### config.mk
export PLATFORM = sky130hd
export DESIGN_NAME = regfile_wb_arbiter_flat
export DESIGN_NICKNAME = d
export VERILOG_FILES = /design/src/rtl/regfile_wb_arbiter_pkg.sv /design/src/rtl/regfile_wb_arbiter_if.sv /design/src/rtl/regfile_wb_arbiter_rr_arbiter.sv /design/src/rtl/regfile_wb_arbiter.sv /design/src/flat_wrapper.sv
export SDC_FILE = /design/constraint.sdc
export NUM_CORES = 1
export LEC_CHECK = 0
export CELL_PAD_IN_SITES_DETAIL_PLACEMENT = 0
export CELL_PAD_IN_SITES_GLOBAL_PLACEMENT = 1
export CORE_MARGIN = 2
export CORE_UTILIZATION = 30
export DETAILED_ROUTE_END_ITERATION = 8
export GPL_TIMING_DRIVEN = 0
export PLACE_DENSITY_LB_ADDON = 0.1
export SYNTH_ARGS = -nofsm -noshare
export SYNTH_HDL_FRONTEND = slang
export SYNTH_SLANG_ARGS = --single-unit
### constraint.sdc
create_clock -name clk -period 3.7 [get_ports clk]
set_clock_uncertainty 0.1 [all_clocks]
set_input_delay 0.74 -clock clk [delete_from_list [all_inputs] [get_ports clk]]
set_output_delay 0.74 -clock clk [all_outputs]
set_load 0.03 [all_outputs]
### src/rtl/regfile_wb_arbiter_pkg.sv
`default_nettype none
// ============================================================================
//  Module      : regfile_wb_arbiter_pkg
//  Description : Shared widths, source numbering and types for the register
//                file writeback arbiter.
//  Revision    : 1.0 - initial release
// ============================================================================
package regfile_wb_arbiter_pkg;

    localparam int C_REG_ADDR_W  = 5;
    localparam int C_REG_DATA_W  = 32;
    localparam int C_REG_NUM     = 32;
    // The main pipeline MEM/WB stage is always writeback source 0.
    localparam int C_WB_SRC_PIPE = 0;

    typedef logic [C_REG_ADDR_W-1:0] reg_addr_t;
    typedef logic [C_REG_DATA_W-1:0] reg_data_t;

    // The winning source's write request after muxing.
    typedef struct packed {
        logic      clr;
        reg_addr_t addr;
        reg_data_t data;
    } wb_write_t;

    // One-hot register mask; r0 never maps to a bit since it cannot be busy.
    function automatic logic [C_REG_NUM-1:0] reg_onehot(input reg_addr_t a);
        logic [C_REG_NUM-1:0] m;
        m    = '0;
        m[a] = (a != '0);
        return m;
    endfunction

endpackage
`default_nettype wire

### src/rtl/regfile_wb_arbiter_if.sv
`default_nettype none
// ============================================================================
//  Module      : regfile_wb_arbiter_if
//  Description : Writeback request bus, scoreboard claim/lookup and register
//                file write port, bundled for the writeback arbiter.
//  Revision    : 1.0 - initial release
// ============================================================================
interface regfile_wb_arbiter_if
    import regfile_wb_arbiter_pkg::*;
#(
    parameter int N_REQ = 3
);
    // Writeback sources
    logic [N_REQ-1:0]              req_valid;
    logic [N_REQ-1:0]              req_ready;
    logic [N_REQ*C_REG_ADDR_W-1:0] req_addr;
    logic [N_REQ*C_REG_DATA_W-1:0] req_data;
    logic [N_REQ-1:0]              req_clr;
    // Scoreboard claim from dispatch and lookups from decode
    logic                          claim_valid;
    reg_addr_t                     claim_addr;
    reg_addr_t                     rd_addr1;
    reg_addr_t                     rd_addr2;
    logic                          rd_busy1;
    logic                          rd_busy2;
    // Register file write port
    logic                          rf_we;
    reg_addr_t                     rf_waddr;
    reg_data_t                     rf_wdata;

    // Pipeline side: sources, dispatch, decode and the register file
    modport master (
        output req_valid, req_addr, req_data, req_clr,
        output claim_valid, claim_addr, rd_addr1, rd_addr2,
        input  req_ready, rd_busy1, rd_busy2,
        input  rf_we, rf_waddr, rf_wdata
    );

    // Arbiter side
    modport slave (
        input  req_valid, req_addr, req_data, req_clr,
        input  claim_valid, claim_addr, rd_addr1, rd_addr2,
        output req_ready, rd_busy1, rd_busy2,
        output rf_we, rf_waddr, rf_wdata
    );

endinterface
`default_nettype wire

### src/rtl/regfile_wb_arbiter_rr_arbiter.sv
`default_nettype none
// ============================================================================
//  Module      : rr_arbiter
//  Description : Combinational round-robin pick over a request vector. The
//                search starts at i_ptr and wraps; the grant is one-hot, or
//                zero when nothing requests.
//  Revision    : 1.0 - initial release
// ============================================================================
module rr_arbiter
    import regfile_wb_arbiter_pkg::*;
#(
    parameter int N = 2
) (
    input  logic [N-1:0]                         i_req,
    input  logic [((N > 1) ? $clog2(N) : 1)-1:0] i_ptr,
    output logic [N-1:0]                         o_gnt
);

    logic [N-1:0] w_masked;
    logic         w_hit_hi;
    logic         w_hit_lo;

    // Prefer the lowest request at or above the pointer; otherwise wrap to the
    // lowest request overall.
    always_comb begin
        w_masked = '0;
        o_gnt    = '0;
        w_hit_hi = 1'b0;
        w_hit_lo = 1'b0;
        for (int i = 0; i < N; i++) begin
            w_masked[i] = i_req[i] && (i >= int'(i_ptr));
        end
        for (int i = 0; i < N; i++) begin
            if (!w_hit_hi && w_masked[i]) begin
                o_gnt[i] = 1'b1;
                w_hit_hi = 1'b1;
            end
        end
        if (!w_hit_hi) begin
            for (int i = 0; i < N; i++) begin
                if (!w_hit_lo && i_req[i]) begin
                    o_gnt[i] = 1'b1;
                    w_hit_lo = 1'b1;
                end
            end
        end
    end

endmodule
`default_nettype wire

### src/rtl/regfile_wb_arbiter.sv
`default_nettype none
// ============================================================================
//  Module      : regfile_wb_arbiter
//  Description : Shares the register file write port between the main
//                pipeline (source 0) and multi-cycle units (sources 1..N-1).
//                Source 0 has priority, bounded by a starvation limit; the
//                others are served round-robin. Also tracks a pending-write
//                scoreboard so decode can stall on long-latency results.
//  Revision    : 1.0 - initial release
// ============================================================================
module regfile_wb_arbiter
    import regfile_wb_arbiter_pkg::*;
#(
    parameter int N_REQ      = 3,
    parameter int STARVE_LIM = 4
) (
    input  logic                 clk,
    input  logic                 rst,
    regfile_wb_arbiter_if.slave  bus
);

    localparam int C_IDX_W  = $clog2(N_REQ);
    localparam int C_N_SUB  = N_REQ - 1;
    localparam int C_SUB_PW = (C_N_SUB > 1) ? $clog2(C_N_SUB) : 1;
    localparam int C_CNT_W  = $clog2(STARVE_LIM + 1);

    localparam logic [C_CNT_W-1:0] C_LIM   = C_CNT_W'(STARVE_LIM);
    localparam logic [C_IDX_W-1:0] C_FIRST = C_IDX_W'(1);
    localparam logic [C_IDX_W-1:0] C_LAST  = C_IDX_W'(N_REQ - 1);

    // Registered state
    logic [C_IDX_W-1:0]   r_rr_ptr;
    logic [C_CNT_W-1:0]   r_starve_cnt;
    logic [C_REG_NUM-1:0] r_busy;
    logic                 r_rf_we;
    reg_addr_t            r_rf_waddr;
    reg_data_t            r_rf_wdata;

    // Combinational arbitration
    logic                 w_others;
    logic                 w_starve;
    logic                 w_pipe_win;
    logic [C_N_SUB-1:0]   w_sub_req;
    logic [C_N_SUB-1:0]   w_sub_gnt;
    logic [C_SUB_PW-1:0]  w_sub_ptr;
    logic [N_REQ-1:0]     w_gnt;
    logic                 w_gnt_any;
    logic [C_IDX_W-1:0]   w_gnt_idx;
    wb_write_t            w_win;
    logic [C_REG_NUM-1:0] w_busy_next;

    assign w_sub_req  = bus.req_valid[N_REQ-1:1];
    assign w_others   = |w_sub_req;
    // Source 0 loses only once it has starved the others for STARVE_LIM grants.
    assign w_starve   = (r_starve_cnt == C_LIM) && w_others;
    assign w_pipe_win = bus.req_valid[C_WB_SRC_PIPE] && !w_starve;
    // rr_ptr counts sources 1..N-1; the sub-arbiter indexes them from 0.
    assign w_sub_ptr  = C_SUB_PW'(r_rr_ptr - C_FIRST);
    assign w_gnt_any  = |w_gnt;

    rr_arbiter #(
        .N (C_N_SUB)
    ) u_rr_arbiter (
        .i_req (w_sub_req),
        .i_ptr (w_sub_ptr),
        .o_gnt (w_sub_gnt)
    );

    // Final grant: nothing during reset, else source 0 or the round-robin pick.
    always_comb begin
        w_gnt = '0;
        if (!rst) begin
            if (w_pipe_win) begin
                w_gnt[C_WB_SRC_PIPE] = 1'b1;
            end else begin
                w_gnt[N_REQ-1:1] = w_sub_gnt;
            end
        end
    end

    // Mux the granted source's request and recover its index.
    always_comb begin
        w_gnt_idx = '0;
        w_win     = '0;
        for (int i = 0; i < N_REQ; i++) begin
            if (w_gnt[i]) begin
                w_gnt_idx  = C_IDX_W'(i);
                w_win.clr  = bus.req_clr[i];
                w_win.addr = bus.req_addr[i*C_REG_ADDR_W +: C_REG_ADDR_W];
                w_win.data = bus.req_data[i*C_REG_DATA_W +: C_REG_DATA_W];
            end
        end
    end

    // Scoreboard update: retire on an accepted clearing write, then apply the
    // claim so a same-cycle claim of the same register wins.
    always_comb begin
        w_busy_next = r_busy;
        if (w_gnt_any && w_win.clr) begin
            w_busy_next = w_busy_next & ~reg_onehot(w_win.addr);
        end
        if (bus.claim_valid) begin
            w_busy_next = w_busy_next | reg_onehot(bus.claim_addr);
        end
        w_busy_next[0] = 1'b0;
    end

    // Register file write port: one cycle after the handshake, r0 suppressed.
    always_ff @(posedge clk) begin
        if (rst) begin
            r_rf_we    <= 1'b0;
            r_rf_waddr <= '0;
            r_rf_wdata <= '0;
        end else begin
            r_rf_we <= w_gnt_any && (w_win.addr != '0);
            if (w_gnt_any) begin
                r_rf_waddr <= w_win.addr;
                r_rf_wdata <= w_win.data;
            end
        end
    end

    // Fairness state: starvation counter and round-robin pointer.
    always_ff @(posedge clk) begin
        if (rst) begin
            r_starve_cnt <= '0;
            r_rr_ptr     <= C_FIRST;
        end else begin
            if (w_gnt[C_WB_SRC_PIPE] && w_others) begin
                if (r_starve_cnt != C_LIM) begin
                    r_starve_cnt <= r_starve_cnt + 1'b1;
                end
            end else begin
                r_starve_cnt <= '0;
            end
            if (w_gnt_any && !w_gnt[C_WB_SRC_PIPE]) begin
                r_rr_ptr <= (w_gnt_idx == C_LAST) ? C_FIRST : w_gnt_idx + 1'b1;
            end
        end
    end

    // Pending-write scoreboard register.
    always_ff @(posedge clk) begin
        if (rst) begin
            r_busy <= '0;
        end else begin
            r_busy <= w_busy_next;
        end
    end

    assign bus.req_ready = w_gnt;
    assign bus.rf_we     = r_rf_we;
    assign bus.rf_waddr  = r_rf_waddr;
    assign bus.rf_wdata  = r_rf_wdata;
    assign bus.rd_busy1  = r_busy[bus.rd_addr1];
    assign bus.rd_busy2  = r_busy[bus.rd_addr2];

endmodule
`default_nettype wire

### src/flat_wrapper.sv
// flat-port wrapper written by rule: the top's interface ports become plain ports
module regfile_wb_arbiter_flat import regfile_wb_arbiter_pkg::*;
#(
    parameter int N_REQ      = 3,
    parameter int STARVE_LIM = 4
)
  (clk, rst, bus_req_valid, bus_req_addr, bus_req_data, bus_req_clr, bus_claim_valid, bus_claim_addr, bus_rd_addr1, bus_rd_addr2, bus_req_ready, bus_rd_busy1, bus_rd_busy2, bus_rf_we, bus_rf_waddr, bus_rf_wdata);
  regfile_wb_arbiter_if #(.N_REQ(N_REQ)) bus_i ();
  input  logic clk;
  input  logic rst;
  input wire logic [$bits(bus_i.req_valid)-1:0] bus_req_valid;
  input wire logic [$bits(bus_i.req_addr)-1:0] bus_req_addr;
  input wire logic [$bits(bus_i.req_data)-1:0] bus_req_data;
  input wire logic [$bits(bus_i.req_clr)-1:0] bus_req_clr;
  input wire logic [$bits(bus_i.claim_valid)-1:0] bus_claim_valid;
  input wire logic [$bits(bus_i.claim_addr)-1:0] bus_claim_addr;
  input wire logic [$bits(bus_i.rd_addr1)-1:0] bus_rd_addr1;
  input wire logic [$bits(bus_i.rd_addr2)-1:0] bus_rd_addr2;
  output wire logic [$bits(bus_i.req_ready)-1:0] bus_req_ready;
  output wire logic [$bits(bus_i.rd_busy1)-1:0] bus_rd_busy1;
  output wire logic [$bits(bus_i.rd_busy2)-1:0] bus_rd_busy2;
  output wire logic [$bits(bus_i.rf_we)-1:0] bus_rf_we;
  output wire logic [$bits(bus_i.rf_waddr)-1:0] bus_rf_waddr;
  output wire logic [$bits(bus_i.rf_wdata)-1:0] bus_rf_wdata;
  assign bus_i.req_valid = bus_req_valid;
  assign bus_i.req_addr = bus_req_addr;
  assign bus_i.req_data = bus_req_data;
  assign bus_i.req_clr = bus_req_clr;
  assign bus_i.claim_valid = bus_claim_valid;
  assign bus_i.claim_addr = bus_claim_addr;
  assign bus_i.rd_addr1 = bus_rd_addr1;
  assign bus_i.rd_addr2 = bus_rd_addr2;
  assign bus_req_ready = bus_i.req_ready;
  assign bus_rd_busy1 = bus_i.rd_busy1;
  assign bus_rd_busy2 = bus_i.rd_busy2;
  assign bus_rf_we = bus_i.rf_we;
  assign bus_rf_waddr = bus_i.rf_waddr;
  assign bus_rf_wdata = bus_i.rf_wdata;
  regfile_wb_arbiter #(.N_REQ(N_REQ), .STARVE_LIM(STARVE_LIM)) u_core (.clk(clk), .rst(rst), .bus(bus_i));
endmodule
==> results <==
==> cell usage in the layout (no fill, tap or decap), drive strengths merged, types with 3 or more instances in the layout <==
master and count:
clkdlybuf4s50 167, dfxtp 73, nand2 55, a21oi 53, clkbuf 48, a222oi 34
a31oi 25, a22oi 19, nor2 19, mux4 18, o21ai 11, buf 8
nor2b 7, nor3b 6, a41oi 6, nor3 6, and3 5, mux2 4
a211oi 4, o22a 4, o22ai 4, nor4bb 4, dlygate4sd2 4, inv 4
nor4b 3
==> kinds of logic (layout without fill, tap and decap cells) <==
kind of cell,Yosys count,after routing,share of synthesized area (%)
buffers and inverters,44,232,4.52
AOI/OAI and AO/OA,166,166,30.1
DFF,73,73,37.7
adders and majority gates,2,2,0.646
muxes,22,22,11.6
and+or+nand+nor,115,115,15.4
==> worst min-delay path, stage by stage (launching register included) <==
cell                      delay [ns]
sky130_fd_sc_hd__dfxtp_1        0.31
sky130_fd_sc_hd__nand2_1        0.05
sky130_fd_sc_hd__a21oi_1        0.05
==> report_power, final <==
group	leakage, nW	switching [mW]	internal [mW]
sequential	0.596	0.0215	0.822
clock	0.129	0.329	0.484
combinational	1.42	0.245	0.250
==> metal layers <==
metal	GRT usage, %	up-vias
met5	0	-
met4	6.40	0
met1	26.6	2094
met2	38.0	207
met3	8.58	16
li1	-	2046
==> repair_timing <==
| action | 4_1_cts | 5_1_grt |
|---|---|---|
| resized for setup | 15 | 1 |
| hold buffers | 0 | 0 |
| setup buffers | 2 | 0 |
| endpoints found under the setup margin | 5 | 1 |
| pin swaps | 1 | 0 |
==> path summary, 6_finish.rpt <==
path	from	to	slack [ns]	cells after the start
setup / recovery	rst	bus_req_ready[0]	0.12	6
hold / removal	u_core.bus.rf_waddr[3]$_SDFFE_PP0N_	u_core.bus.rf_waddr[3]$_SDFFE_PP0N_	0.36	2
setup reg to reg	u_core.r_starve_cnt[0]$_SDFFE_PP0N_	u_core.r_busy[27]$_SDFF_PP0_	0.81	9
hold reg to reg	u_core.bus.rf_waddr[3]$_SDFFE_PP0N_	u_core.bus.rf_waddr[3]$_SDFFE_PP0N_	0.36	2
==> layout make-up <==
cell class	count	area (µm²)
buffer	39	166
timing repair buffer	175	1740
multi-input combinational	305	2260
inverter	4	17.5
clock buffer	14	264
tap	172	215
sequential	73	1460
fill	1244	6490
==> sequential cells by signal, indices dropped and copies added, names as in the netlist <==
register and cells:
u_core.bus.rf_wdata 32, u_core.bus.rf_waddr 5, u_core.r_starve_cnt 3, u_core.r_rr_ptr 1, u_core.bus.rf_we 1, u_core.r_busy 31
==> flow_summary.yaml <==
power_and_ir_drop:
  worst_ir_drop_vdd_uv: 253
  cellLeakagePower_nw: 2.14
  pwr_density_cell_nw_per_um2: 351
  total_design_power_mw: 2.15
logic_synthesis:
  yosysTopAreaCell: "sky130_fd_sc_hd__dfxtp_1"
  synthesis.nets: 559
  post_synth_most_frequent_cells: "sky130_fd_sc_hd__dfxtp_1 (73), sky130_fd_sc_hd__nand2_1 (55), sky130_fd_sc_hd__a21oi_1 (53), sky130_fd_sc_hd__clkbuf_1 (35), sky130_fd_sc_hd__a222oi_1 (34)"
  postSynth.asyncResetShare_pct: 0
  synth_top_cells_by_area: "sky130_fd_sc_hd__dfxtp_1 (38%), sky130_fd_sc_hd__mux4_2 (10%), sky130_fd_sc_hd__a222oi_1 (8.8%)"
  synth_enable_flop_cells: 0
  netlist_instances: 422
  synthesis.area_per_instance_um2: 9.18
  yosys_register_bits: 73
  share_of_the_synthesized_area_in_the_top_cell_type_pct: 37.7
  post_synth_num_cell_types: 44
  most_common_cell_in_the_synthesized_netlist: "sky130_fd_sc_hd__dfxtp_1"
  synth_warnings: 0
  synth_area_um2: 3870
  yosys_most_used_dff: "sky130_fd_sc_hd__dfxtp_1"
  synth-seq-area-share_pct: 37.7
clock_network:
  tritoncts_clock_tree: "built"
  cts_inserted_buffers: 9
  htree_num_levels: 3
  clock_insertion_delay_worst_skew_ns: 0.34
  clk_root_buffer_cell: "sky130_fd_sc_hd__clkbuf_16"
  clk_pin_slew_ns: 0.06
  ctsLongestPathBuffers: 2
  cts_sinks: 73
worst_setup_path:
  cp_num_buf_inv: 4
  crit_chain: "clkdlybuf4s50_1 > buf_2 > nand2b_1 > nor2_4 > clkbuf_2 > dlygate4sd2_1"
  cp_max_fo: 10
  critical-path-max-stage-delay_ns: 0.44
  worstSetupStartpointType: "primary input"
  worstPathArrival_ns: 2.74
  cp.required_ns: 2.86
  critical_path.slowest_cell: "sky130_fd_sc_hd__dlygate4sd2_1"
  critical_path_capture_point_type: "output pin"
  path_type_of_the_worst_setup_path: "primary input to output pin"
  cp_top_family: "buffers and inverters"
sta:
  finalSetupTns_ns: 0
  final_critical_path_setup_slack_ns: 0.123
  rsz0062_at_grt: "false"
  max_slew.worst_pin.slew_ns: 1.49
  final-max-slew-violation-count: 1
  hold_viol: 0
  achievable-frequency_ghz: 0.280
  hold-worst-slack_ns: 0.359
  max_slew_margin_pct: -0.529
  setup_violations: 0
  min_period_over_period_pct: 96.7
  period_minus_slack_ns: 3.58
route:
  antenna_left: 0
  routedWlPerCell_um: 20.2
  uppermost_layer_routed: "met4"
  drt_pre_antenna_iters: 6
  routed_wl_mm: 15.8
  drt_iter0_drc: 444
  dr_wl_met3_mm: 1.46
  route.vias.total: 4363
  detail_route.vias_per_cell: 5.58
  wl_met1_mm: 6.37
  wl_met2_mm: 7.70
  drcViolationCount: 0
grt:
  antenna_violations_before_repair: 0
  grt_start_max_net_pins: 18
  global_route_wire_length_before_repair_mm: 24.4
  overall_overflow_remaining_after_global_route: 0
  grt.total_usage_pct: 22.5
  via_count_of_the_first_global_routing_pass: 4431
floorplanning:
  core_area_um2: 12600
  die_w_um: 118
  floorplan.die_area_um2: 13800
  floorplan.initialDensity_pct: 30.7
  die_y_um: 118
  rows: 41
  design.portCount: 178
final_layout:
  finalInstanceArea_um2: 6130
  postLayoutCoreUtil_pct: 48.5
  antenna_cell_count: 0
  finalNonFillerCells: 782
  area_growth_pct: 58.1
  drive_gt1_share_pct: 9.34
  final_nets: 744
placement:
  gpl.final_weighted_congestion: 0.823
  port_buffers: 172
  place_worst_setup_slack_ns: -0.680
  placement.cell_area_um2: 5820
  post-dp-hpwl_mm: 11.8
  dpl.cell_count: 767
outcome:
  outcome: "finished, violations left"
  violated_checks: "capacitance limit, slew limit"
job:
  maxCapViolations: 1
worst_hold_path:
  worstHoldPathType: "flip-flop to flip-flop"
No activity file was read; power rests on OpenSTA's default activity.
